## src/rtl/id_scoreboard.sv

```systemverilog
// ID-stage register scoreboard: tracks in-flight writers per downstream stage and
// derives forward selects, load-use stall, issue enable and a saturating stall count.
module id_scoreboard #(
  parameter int RF_AW       = 5,
  parameter int NUM_STAGES  = 3,
  parameter int LOAD_LAT    = 2,
  parameter int FLUSH_DEPTH = 0,
  parameter int CNT_W       = 16,
  localparam int FW         = $clog2(NUM_STAGES + 1)
) (
  input  logic             clk,
  input  logic             rst_n,
  input  logic             id_valid,
  input  logic             id_rs1_rd,
  input  logic [RF_AW-1:0] id_rs1_addr,
  input  logic             id_rs2_rd,
  input  logic [RF_AW-1:0] id_rs2_addr,
  input  logic             id_reg_wen,
  input  logic [RF_AW-1:0] id_reg_waddr,
  input  logic             id_mem_rd,
  input  logic             pipe_adv,
  input  logic             flush,
  output logic             id_ready,
  output logic             hazard_stall,
  output logic [FW-1:0]    rs1_fwd_sel,
  output logic [FW-1:0]    rs2_fwd_sel,
  output logic [CNT_W-1:0] stall_cnt
);

  logic             ent_v  [1:NUM_STAGES];
  logic [RF_AW-1:0] ent_wa [1:NUM_STAGES];
  logic             ent_ld [1:NUM_STAGES];
  logic             live   [1:NUM_STAGES];

  logic [FW-1:0] sel1, sel2;
  logic          late1, late2;
  logic          issue;

  // Valid bits after the flush kill mask; used only for the state update.
  always_comb begin
    for (int k = 1; k <= NUM_STAGES; k++) begin
      live[k] = ent_v[k] & ~(flush & (k <= FLUSH_DEPTH));
    end
  end

  // Scan oldest to youngest so the youngest match overrides.
  always_comb begin
    sel1  = '0;
    sel2  = '0;
    late1 = 1'b0;
    late2 = 1'b0;
    for (int k = NUM_STAGES; k >= 1; k--) begin
      if (id_rs1_rd && (id_rs1_addr != '0) && ent_v[k] && (ent_wa[k] == id_rs1_addr)) begin
        sel1  = FW'(k);
        late1 = ent_ld[k] && (k < LOAD_LAT);
      end
      if (id_rs2_rd && (id_rs2_addr != '0) && ent_v[k] && (ent_wa[k] == id_rs2_addr)) begin
        sel2  = FW'(k);
        late2 = ent_ld[k] && (k < LOAD_LAT);
      end
    end
  end

  assign rs1_fwd_sel  = sel1;
  assign rs2_fwd_sel  = sel2;
  assign hazard_stall = id_valid & (late1 | late2);
  assign id_ready     = pipe_adv & ~hazard_stall & ~flush;
  assign issue        = id_valid & id_ready;

  always_ff @(posedge clk) begin
    if (!rst_n) begin
      for (int k = 1; k <= NUM_STAGES; k++) begin
        ent_v[k]  <= 1'b0;
        ent_wa[k] <= '0;
        ent_ld[k] <= 1'b0;
      end
      stall_cnt <= '0;
    end else begin
      if (pipe_adv) begin
        ent_v[1]  <= issue & id_reg_wen & (id_reg_waddr != '0);
        ent_wa[1] <= id_reg_waddr;
        ent_ld[1] <= id_mem_rd;
        for (int k = 2; k <= NUM_STAGES; k++) begin
          ent_v[k]  <= live[k-1];
          ent_wa[k] <= ent_wa[k-1];
          ent_ld[k] <= ent_ld[k-1];
        end
      end else begin
        for (int k = 1; k <= NUM_STAGES; k++) begin
          ent_v[k] <= live[k];
        end
      end
      if (hazard_stall && pipe_adv && !flush && !(&stall_cnt)) begin
        stall_cnt <= stall_cnt + CNT_W'(1);
      end
    end
  end

endmodule
```

## config.mk

```make
export PLATFORM = sky130hd
export DESIGN_NAME = id_scoreboard
export DESIGN_NICKNAME = d
export VERILOG_FILES = /design/src/rtl/id_scoreboard.sv
export SDC_FILE = /design/constraint.sdc
export NUM_CORES = 1
export LEC_CHECK = 0
export ABC_AREA = 1
export CAP_MARGIN = 30
export CORE_MARGIN = 8
export CORE_UTILIZATION = 47
export DETAILED_ROUTE_END_ITERATION = 6
export GPL_ROUTABILITY_DRIVEN = 0
export HOLD_SLACK_MARGIN = 0.06
export PLACE_DENSITY = 0.77
export REMOVE_ABC_BUFFERS = 1
export SLEW_MARGIN = 10
export SYNTH_ARGS = -nofsm -noshare
export SYNTH_HDL_FRONTEND = slang
export SYNTH_SLANG_ARGS = --single-unit
```

## constraint.sdc

```tcl
create_clock -name clk -period 1.65 [get_ports clk]
set_input_delay 0.33 -clock clk [delete_from_list [all_inputs] [get_ports clk]]
set_output_delay 0.33 -clock clk [all_outputs]
set_load 0.02 [all_outputs]
```

---- Word level (Yosys, flattened, before mapping) ----
Memory sizes are Yosys's and may differ from the RTL's.
Index checks and enable logic that the tools add are counted.
word-level totals
  flip-flop bits (word level) ............. 16
  bits in writable memories ............... 21
  input bits .............................. 24
  output and inout bits ................... 22
  logic and storage cells ................. 82
  memories kept ........................... 3
memories
  name    depth  bits a word  rd ports  clocked after Yosys merged registers in  wr ports  RTL line  source
  ent_wa  3      5            3         0                                        3         31        logic [RF_AW-1:0] ent_wa [1:NUM_STAGES];
  ent_ld  3      1            2         0                                        3         32        logic ent_ld [1:NUM_STAGES];
  ent_v   3      1            3         0                                        3         30        logic ent_v [1:NUM_STAGES];
operators by class
  $add $sub $neg .......................... 1
  equality and inequality tests ........... 6
  multiplexer cells ....................... 27
  bitwise gates (word level) .............. 21
  reductions and logical operators ........ 23
operator list
  operator                 count
  $eq A5 B5 Y1             6
  $mux W1                  18
  $logic_and A1 B1 Y1      17
  $add A16 B1 Y16 const B  1
  $reduce_and A16 Y1       1
  $mux W5                  3
  $reduce_bool A5 Y1       3
  $or A1 B1 Y1             13
  $mux W2                  6
  $and A1 B1 Y1            6
  $logic_not A1 Y1         2
  $not A1 Y1               2

---- Depth between registers and ports, before layout ----
  depth after elaboration ................. 15
  gate-level depth with buffers ........... 13
  gate-level depth less buffers ........... 12

---- Worst setup path after synthesis ----
No wires, ideal clock.
  kind .................................... flip-flop to output port
  from .................................... register ent_wa[0][13] (netlist name)
  to ...................................... output port rs2_fwd_sel[1]
  arrival ................................. 1456 ps
  data required time ...................... 1320 ps
  setup slack ............................. -136 ps
  cell stages (with the launch flop) ...... 5
  path buffers ............................ 0
  cells stage by stage .................... edfxtp_1 xor2_1 nor4_1 nand3_1 a21boi_0
RTL lines
  item              RTL line  source
  end: declaration  26        output logic [FW-1:0] rs2_fwd_sel,

==> results.yml <==
detailed_routing:
  routed_wl_um: 6020
  viasPerCell: 5.03
  wl_per_cell_um: 13.0
  firstDrtPassIters: 4
  ant_nets: 0
  vias: 2322
  drt_iter0_drc: 167
  drcViolationCount: 0
global_route:
  grt_pass1_vias: 2226
  grt.total_usage: 0.163
  antenna_found_initial: 0
  grt_pass1_wl_um: 9730
  grt_overflow: 0
  grt_max_degree: 20
power:
  pwr-share-comb: 0.151
  p_switching_mw: 0.497
  peakVddDrop_mv: 0.520
  p_sw_frac: 0.246
  pwr-share-clk: 0.365
  p_leak_nw: 1.61
  intPower_mw: 1.53
  p_seq_frac: 0.484
  power_density_nw_per_um2: 624
  power_mw: 2.02
placed_design:
  pre_cts_ws_ps: -977
  post-dp-hpwl_um: 4300
  place_inst: 446
  port_buffers: 45
synth:
  synth_edf_count: 19
  syn_inst: 332
  synth_most_common_cell: "nand2_1"
  syn_avg_cell_area_um2: 6.86
  synth_seq_cells: 35
  ys_top_cells_by_area: "edfxtp_1 25%, dfxtp_1 14%, nand2_1 13%"
  synthDistinctLibCells: 29
  synth_top_cell_by_area: "edfxtp_1"
  yosysWarnings: 0
  synth.yosys.seq_area_share: 0.391
  synth_ff_type: "edfxtp_1"
  synth_top_area_frac: 0.250
  ys_async_sr_fraction: 0
  syn_area_um2: 2280
  yosys-top-cells-count: "79 x nand2_1, 64 x inv_1, 64 x nor2_1"
cts:
  tritoncts: "yes"
  htreeDepth: 2
  clk_pin_slew_worst_paths_ps: 70
  hold_buffers: 0
  clockBufferDepth: 2
  cts_buffers: 5
  clk_latency_ps: 290
  cts_sinks: 35
  cts_root_buf: "clkbuf_8"
critical_path:
  critical_path.max_fanout: 3
  required_ps: 1320
  cpMaxStageDelayCell: "edfxtp_1"
  slowest_delay_ps: 450
  r2r_start: "ent_wa[0][7]"
  crit_chain: "xor2_1, nor4_2, nand3_1, a21boi_1, buf_4"
  critPathTopFamily: "flip-flops"
  start_kind: "register"
  arrival_ps: 1670
  worstSetupStartpoint: "ent_wa[0][12]"
  critPathBufInv: 1
  cp-end-kind: "primary output"
  path_class: "reg -> out"
layout:
  drive_gt1_frac: 0.211
  final_util: 0.691
  diodes: 0
  area_growth_pct: 42.2
  layout.nets: 432
  layout.cells.non_filler: 462
timing:
  finalMaxSlewViolations: 0
  min_period_ps: 2000
  hold_viol_final: 0
  relSlewSlack: 0.786
  setup_slack_ps: -352
  fin_crit_sh: 1.21
  rsz0062_at_grt: "yes"
  fin_skew_ps: 10.9
  holdWs_ps: 547
  worst_slew_pin_slew_ps: 318
  max_freq_mhz: 499
  setup_viol: 16
floorplan:
  die_y_um: 85.6
  num_rows: 25
  io_pins: 46
  core_um2: 4690
  chipWidth_um: 85.6
  dieArea_um2: 7330
  start_util: 0.486
hold_path:
  min-delay-start: "stall_cnt[8]"
  worstHoldPathType: "reg -> reg"
job:
  maxCapViolations: 0
outcome:
  failed_checks: "setup timing"
  status: "finished, violations left"
final timing paths:
check / cells after the start / end / slack [ps]
worst max-delay path: 5 / rs2_fwd_sel[1] / -350
worst min-delay path: 2 / stall_cnt[8] / 550
worst max register to register: 11 / stall_cnt[15] / -110
worst min register to register: 2 / stall_cnt[8] / 550
worst register-to-register path, stage by stage, from the launching register on:
cell and delay, ps:
edfxtp_1 450, xor2_1 170, nor2_1 180, nand3_2 130
nand2_4 120, buf_6 140, nand3_4 90, buf_12 160
nor2_4 80, nand2_1 50, nand2_1 60, nor2_1 40
area by class of cell:
cell class,count,area (um^2)
Multi-Input combinational cell,223,1240
Inverter,70,263
Clock inverter,1,5.00
Fill cell,394,1450
Timing Repair Buffer,72,669
Sequential cell,35,892
Clock buffer,7,108
Tap cell,54,67.6
flip-flops by register name, summed over array words and instances, names as in the netlist:
name and flops:
ent_ld 1, stall_cnt 16, ent_wa 15, ent_v 3
layer usage:
metal | part of all wire | vias up | GRT usage
met5 | 0 | - | 0
met3 | 0.052 | 10 | 0.0420
met2 | 0.48 | 76 | 0.274
li1 | - | 1177 | -
met1 | 0.45 | 1059 | 0.191
met4 | 0.020 | 0 | 0.0701
power by group through the flow:
stage | logic (mW) | registers (mW) | clock network [mW]
after floorplan | 0.127 | 0.991 | 0
after global placement | 0.277 | 0.996 | 0
after detailed placement | 0.282 | 0.998 | 0
after CTS | 0.289 | 0.978 | 0.752
after global routing | 0.333 | 0.982 | 0.790
final | 0.305 | 0.979 | 0.739
kinds of logic after synthesis:
group                      after synthesis  synth area share
and+or+nand+nor                        178             0.333
buffers and inverters                   74             0.125
DFF                                     35             0.391
AOI/OAI and AO/OA                       27            0.0796
xor gates and xnor gates                17            0.0654
adders and majority gates                1           0.00549
per-stage QoR:
step           area (um^2)  TNS [ps]
2_1_floorplan         2260      -353
3_3_place_gp          2950    -13980
3_5_place_dp          2950    -14210
4_1_cts               3120     -2310
5_1_grt               3240     -4180
6_report              3240     -2430
cell usage in the layout (no fill, tap or decap), types with 3 or more instances in the layout:
cell,instances
nand3_1,11
inv_1,61
o21ai_1,5
clkbuf_8,6
inv_2,9
nor2_4,6
nand4_1,9
buf_12,3
nor3_1,4
nand2_1,72
edfxtp_1,19
dlygate4sd2_1,23
dfxtp_1,15
o21ai_0,3
nand2_2,5
a21oi_1,4
clkdlybuf4s50_1,14
xor2_1,15
nor2_1,55
buf_4,23
o21ai_2,4
nand2_4,3
nor2_2,5
buf_6,4
timing repair:
item | CTS | global route
buffers inserted | 4 | 5
setup endpoints to repair | 36 | 25
resized for setup | 76 | 32
pin swaps | 14 | 8
Power figures use the tool's default switching activity.
